**src/rtl/io_pkg.sv**
```systemverilog
// io_pkg
//   Shared constants for the CPU input-port controller.
//   IO_*_ADDR are the word-address codes compared against addr[7:2].
package io_pkg;

    localparam int PORT_W_DEFAULT = 5;

    localparam logic [5:0] IO_PORT0_ADDR  = 6'b100000;  // byte address 0x80
    localparam logic [5:0] IO_PORT1_ADDR  = 6'b100001;  // byte address 0x84
    localparam logic [5:0] IO_STATUS_ADDR = 6'b100010;  // byte address 0x88

endpackage

```
**src/rtl/io_debounce.sv**
```systemverilog
// io_debounce
//   Two-flop synchroniser followed by a stability counter. A new value is
//   committed to 'stable' once the synchronised input has matched the
//   candidate for DB_CYCLES consecutive edges.
//   Ports:
//     clk     in  1       clock
//     resetn  in  1       synchronous active-low reset
//     pin     in  PORT_W  raw asynchronous input
//     stable  out PORT_W  debounced value
//     commit  out 1       high in the cycle whose rising edge commits a new value
module io_debounce #(
    parameter int PORT_W    = 5,
    parameter int DB_CYCLES = 4
) (
    input  logic              clk,
    input  logic              resetn,
    input  logic [PORT_W-1:0] pin,
    output logic [PORT_W-1:0] stable,
    output logic              commit
);

    localparam int CW = (DB_CYCLES > 1) ? $clog2(DB_CYCLES) : 1;

    logic [PORT_W-1:0] s1, s2, cand;
    logic [CW-1:0]     cnt;

    // Commit is decided combinationally so the parent can set its sticky flag
    // on the same edge that updates 'stable'.
    assign commit = (s2 == cand) && (cand != stable) && (cnt == CW'(DB_CYCLES - 1));

    always_ff @(posedge clk) begin
        if (!resetn) begin
            s1     <= '0;
            s2     <= '0;
            cand   <= '0;
            stable <= '0;
            cnt    <= '0;
        end else begin
            s1 <= pin;
            s2 <= s1;
            if (s2 != cand) begin
                cand <= s2;
                cnt  <= '0;
            end else if (cand != stable) begin
                if (commit) begin
                    stable <= cand;
                    cnt    <= '0;
                end else begin
                    cnt <= cnt + 1'b1;
                end
            end
        end
    end

endmodule

```
**src/rtl/sevenseg.sv**
```systemverilog
// sevenseg
//   Decimal digit to seven-segment code, active high, bit order {g,f,e,d,c,b,a}.
//   Codes above 9 blank the display.
//   Ports:
//     digit  in  4  decimal digit 0..9
//     seg    out 7  segment pattern
module sevenseg (
    input  logic [3:0] digit,
    output logic [6:0] seg
);

    always_comb begin
        seg = 7'h00;
        case (digit)
            4'd0: seg = 7'h3F;
            4'd1: seg = 7'h06;
            4'd2: seg = 7'h5B;
            4'd3: seg = 7'h4F;
            4'd4: seg = 7'h66;
            4'd5: seg = 7'h6D;
            4'd6: seg = 7'h7D;
            4'd7: seg = 7'h07;
            4'd8: seg = 7'h7F;
            4'd9: seg = 7'h6F;
            default: seg = 7'h00;
        endcase
    end

endmodule

```
**src/rtl/io_input_ctrl.sv**
```systemverilog
// io_input_ctrl
//   Memory-mapped input controller: debounces two switch ports, keeps sticky
//   new-data flags, answers CPU reads one cycle later and scans four decimal
//   digits onto a shared seven-segment bus.
//   Ports:
//     clk        in  1       clock
//     resetn     in  1       synchronous active-low reset
//     addr       in  32      CPU address, addr[7:2] decoded
//     rd_en      in  1       read strobe
//     in_port0   in  PORT_W  raw port 0
//     in_port1   in  PORT_W  raw port 1
//     io_data    out 32      registered read data
//     rd_valid   out 1       io_data valid pulse
//     irq        out 1       any new-data flag set
//     digit_sel  out 4       one-hot digit enable
//     seg        out 7       segment code of the selected digit
module io_input_ctrl
    import io_pkg::*;
#(
    parameter int PORT_W    = PORT_W_DEFAULT,
    parameter int DB_CYCLES = 4,
    parameter int SCAN_DIV  = 16
) (
    input  logic              clk,
    input  logic              resetn,
    input  logic [31:0]       addr,
    input  logic              rd_en,
    input  logic [PORT_W-1:0] in_port0,
    input  logic [PORT_W-1:0] in_port1,
    output logic [31:0]       io_data,
    output logic              rd_valid,
    output logic              irq,
    output logic [3:0]        digit_sel,
    output logic [6:0]        seg
);

    localparam int SW = $clog2(SCAN_DIV);

    logic [PORT_W-1:0] stable0, stable1;
    logic              commit0, commit1;
    logic              new0, new1, new0_nxt, new1_nxt;
    logic              clr0, clr1;
    logic [5:0]        word;
    logic [31:0]       rd_mux;
    logic [SW-1:0]     scan_cnt;
    logic [1:0]        index;
    logic [3:0]        digit;
    logic [PORT_W-1:0] d0, d1, d2, d3;

    logic unused_addr_bits;
    assign unused_addr_bits = ^{addr[31:8], addr[1:0]};

    io_debounce #(.PORT_W(PORT_W), .DB_CYCLES(DB_CYCLES)) u_db0 (
        .clk(clk), .resetn(resetn), .pin(in_port0), .stable(stable0), .commit(commit0)
    );

    io_debounce #(.PORT_W(PORT_W), .DB_CYCLES(DB_CYCLES)) u_db1 (
        .clk(clk), .resetn(resetn), .pin(in_port1), .stable(stable1), .commit(commit1)
    );

    assign word = addr[7:2];
    assign clr0 = rd_en && (word == IO_PORT0_ADDR);
    assign clr1 = rd_en && (word == IO_PORT1_ADDR);

    // A commit landing on the same edge as a clearing read wins, so the
    // freshly committed value is still announced.
    assign new0_nxt = commit0 | (new0 & ~clr0);
    assign new1_nxt = commit1 | (new1 & ~clr1);

    always_comb begin
        rd_mux = 32'd0;
        case (word)
            IO_PORT0_ADDR:  rd_mux = {{(32-PORT_W){1'b0}}, stable0};
            IO_PORT1_ADDR:  rd_mux = {{(32-PORT_W){1'b0}}, stable1};
            IO_STATUS_ADDR: rd_mux = {30'd0, new1, new0};
            default:        rd_mux = 32'd0;
        endcase
    end

    always_ff @(posedge clk) begin
        if (!resetn) begin
            new0     <= 1'b0;
            new1     <= 1'b0;
            irq      <= 1'b0;
            io_data  <= 32'd0;
            rd_valid <= 1'b0;
        end else begin
            new0     <= new0_nxt;
            new1     <= new1_nxt;
            irq      <= new0_nxt | new1_nxt;
            rd_valid <= rd_en;
            if (rd_en) io_data <= rd_mux;
        end
    end

    // Display scan: each digit stays selected for SCAN_DIV cycles.
    always_ff @(posedge clk) begin
        if (!resetn) begin
            scan_cnt <= '0;
            index    <= 2'd0;
        end else if (scan_cnt == SW'(SCAN_DIV - 1)) begin
            scan_cnt <= '0;
            index    <= index + 2'd1;
        end else begin
            scan_cnt <= scan_cnt + 1'b1;
        end
    end

    assign d0 = stable0 / PORT_W'(10);
    assign d1 = stable0 % PORT_W'(10);
    assign d2 = stable1 / PORT_W'(10);
    assign d3 = stable1 % PORT_W'(10);

    always_comb begin
        digit = 4'd0;
        case (index)
            2'd0: digit = 4'(d0);
            2'd1: digit = 4'(d1);
            2'd2: digit = 4'(d2);
            2'd3: digit = 4'(d3);
            default: digit = 4'd0;
        endcase
    end

    assign digit_sel = 4'b0001 << index;

    sevenseg u_seg (.digit(digit), .seg(seg));

endmodule

```
**config.mk**
```make
export PLATFORM = sky130hd
export DESIGN_NAME = io_input_ctrl
export DESIGN_NICKNAME = d
export VERILOG_FILES = /design/src/rtl/io_pkg.sv /design/src/rtl/io_debounce.sv /design/src/rtl/sevenseg.sv /design/src/rtl/io_input_ctrl.sv
export SDC_FILE = /design/constraint.sdc
export NUM_CORES = 1
export LEC_CHECK = 0
export ABC_AREA = 1
export CORE_ASPECT_RATIO = 2
export CORE_UTILIZATION = 29
export DETAILED_ROUTE_END_ITERATION = 7
export GPL_TIMING_DRIVEN = 0
export PLACE_DENSITY_LB_ADDON = 0.12
export SYNTH_ARGS = -nofsm -noshare
export SYNTH_HDL_FRONTEND = slang
export SYNTH_SLANG_ARGS = --single-unit
```
**constraint.sdc**
```tcl
create_clock -name clk -period 3.9 [get_ports clk]
set_input_delay 1.17 -clock clk [delete_from_list [all_inputs] [get_ports clk]]
set_output_delay 1.17 -clock clk [all_outputs]
set_load 0.02 [all_outputs]
```
==> flow_summary.toml <==
[setup_path]
crit_path_start = "index[1]"
r2r_setup_slack_ps = 2120
worstPathCellList = "ha_4 > nand2_4 > o21ai_4 > inv_2 > ha_4 > inv_2 > nand3_4 > nand2_2 > nand2_2 > and2_4 > ha_4 > a21oi_2 > nand3_1 > nand2_2 > nand2_4 > nand2_4 > nand3_4 > nand2_4 > inv_4 > buf_4 > ha_4 > o211ai_2 > nand2_1 > buf_6"
end_kind = "output pin"
crit_required_ps = 2730
rr_startpoint = "u_db1.stable[3]"
start_kind = "flop"
cp_max_fo = 5
max_stage_delay_ps = 360
crit_type = "flop to output pin"
critPathSlowestCell = "dfxtp_4"
crit_arrival_ps = 3170

[synth]
synth_cell_type_count = 28
synth-simple-area-share_pct = 20.6
ys_seq_elements = 59
synth_edf_count = 0
synth-async-reset-ratio_pct = 0
synthCells = 424
ys_seq_area_share_pct = 38.0
synth.yosys.warnings = 0
yosysTopAreaCellShare_pct = 38.0
synth_top_family_by_area = "simple AND/OR/NAND/NOR gates"
synth_top_cells_by_count = "102 x nand2_1, 72 x inv_1, 59 x dfxtp_1"
syn_area_per_cell_um2 = 7.34
synth_compound_area_share_pct = 10.5
synth_area_leaders = "dfxtp_1 38%, nand2_1 12%, inv_1 8.7%"
synthXorXnorAreaFrac_pct = 5.63
synthesis.area_mm2 = 0.00311
yosysTopAreaCell = "dfxtp_1"
synth.most_common_cell = "nand2_1"
synthMuxAreaShare_pct = 0
ys.flop_type = "dfxtp_1"
synthAdderAreaFrac_pct = 8.45

[final_layout]
diodes = 0
drive_gt1_share_pct = 22.6
postLayoutCoreUtil_pct = 42.5
final_nets = 582
nFillCells = 1137
syn_to_final_growth_pct = 43.0

[pwr]
cellPowerDensity_mw_per_mm2 = 354
p_leak_nw = 2.18
p_sw_mw = 0.335
p_int_mw = 1.24
comb_power_share_pct = 7.7
power_frac_seq_pct = 39.9
clkPwrFrac_pct = 52.3
switching_share_pct = 21.2
vdd_drop_max_v = 0.000202
p_total_mw = 1.58

[drt]
wl_per_cell_um = 10.5
routed_via_density = 4.08
ant_nets = 0
routed_wl_um = 6940
drt_first_pass_iters = 4
drc_errors = 0
num_vias = 2682
drt_iter0_markers = 64

[floorplan]
rows = 53
die_h_um = 148
start_util_pct = 29.7
core-area_mm2 = 0.0105
num_io_pins = 90
die_area_mm2 = 0.0112
fp.dieW_um = 75.2

[outcome]
outcome = "finished with violations"
failed_checks = "setup timing"

[timing]
setup_violations = 7
fmax_mhz = 230
tns_ps = -2810
finalCritPeriodShare_pct = 111
tightest_slew_ps = 570
slew-limit-headroom_pct = 62.0
hold_viol = 0
slew_violations = 0
rsz0062_at_grt = "yes"
layout_setup_ws_ps = -444
min_period_ps = 4340
fin_skew_ps = 4.83

[run]
cap_violations = 0

[clock_tree]
worstSkewPairLatency_ps = 320
cts_tree = "built"
clockRootBuffer = "clkbuf_16"
cts.htree.levels = 3
clockBufferDepth = 2
path_clk_slew_ps = 50
cts_sinks = 59
numCtsBuffers = 9

[global_routing]
grt_usage_pct = 13.4
grt_start_max_net_pins = 11
grt_busiest_layer = "met2"
use_met1_pct = 11.6
grtUsageMet2_pct = 26.8
grt_pass1_vias = 2508
grt-ovfl-total = 0
groute.layer.met3.usage_pct = 2.91
grt_pass1_wl_um = 11100
grt_antenna_before_repair = 0

[worst_hold_path]
min_path_type = "flop to flop"
hp-start = "u_db1.s1[1]"

[placed_design]
gp_congestion = 0.793
port-buffer-count = 35
hpwl_um = 5400
==> per-stage QoR <==
step | hold slack [ps] | instance area [µm²] | instances | setup slack (ps)
3_3_place_gp | 392 | 3760 | 622 | -786
3_5_place_dp | 398 | 3760 | 622 | -854
2_1_floorplan | 390 | 3240 | 450 | 0.0147
6_report | 407 | 4450 | 658 | -444
5_1_grt | 435 | 4450 | 658 | -657
4_1_cts | 410 | 4300 | 650 | -387
==> power groups by stage <==
stage	sequential [mW]	combinational (mW)	clock, mW
after global routing	0.631	0.138	0.875
after CTS	0.630	0.124	0.844
final	0.630	0.122	0.825
after floorplan	0.642	0.0901	0
after detailed placement	0.643	0.123	0
after global placement	0.642	0.121	0
==> routing by layer <==
metal,wire [µm],vias to the layer above
li1,-,1440
met1,2320,1176
met2,4140,52
met3,246,14
met4,231,0
met5,0,-
==> final cells by class <==
cell class	count	area [µm²]	area share, %
clock buffer	13	282	6.33
clock inverter	3	42.5	0.956
multi-input combinational	282	1730	38.8
sequential	59	1190	26.7
buffer	35	240	5.40
inverter	74	280	6.30
tap	137	171	3.85
timing repair buffer	55	517	11.6
==> worst max-delay path, delay by kind of cell, from the launching register on <==
kind                       cells  cell delay [ps]
AOI/OAI and AO/OA              3              320
adders and majority gates      4              660
and+or+nand+nor               12             1050
DFF                            1              360
buffers and inverters          5              440
==> what timing repair did <==
item / CTS / global route
hold buffers: 0 / 0
gates resized for setup: 75 / 18
cloned: 0 / 0
endpoints found under the setup margin: 7 / 7
pin swaps: 18 / 16
setup buffers: 12 / 8
==> cell families (layout without fill, tap and decap cells) <==
kind of cell / count (synthesis) / in the layout
AOI/OAI and AO/OA: 60 / 60
xor gates and xnor gates: 20 / 20
adders and majority gates: 21 / 21
buffers and inverters: 109 / 180
DFF: 59 / 59
other: 1 / 27
and+or+nand+nor: 154 / 154
==> flip-flops by register name (all words and copies together) (netlist names) <==
name / cells
new0: 1
io_data: 5
u_db0.cand: 5
u_db0.cnt: 2
u_db0.s2: 5
new1: 1
u_db1.stable: 5
u_db1.cnt: 2
index: 2
u_db1.s2: 5
u_db0.stable: 5
scan_cnt: 4
irq: 1
u_db1.s1: 5
u_db0.s1: 5
u_db1.cand: 5
rd_valid: 1
==> cell usage in the layout (no fill, tap or decap), drive strengths merged, types with 2 or more instances in the layout <==
master         Yosys  final
ha                21     21
dfxtp             59     59
inv               74     74
o22ai              3      3
nand4              4      4
xnor2              9      9
clkbuf             6     19
nor3               4      4
xor2              11     11
nand2            102    102
buf               29     56
nand3             19     19
o21ai             27     27
a21oi             25     25
or2                3      3
conb               1     27
clkdlybuf4s50      0     28
o221ai             2      2
nor2              21     21
==> final timing paths <==
check        cells after the start     endpoint
min reg2reg                      2  u_db1.s2[1]
max reg2reg                      9          irq
min                              2  u_db1.s2[1]
max                             24       seg[4]
No activity file was read; power rests on OpenSTA's default activity.
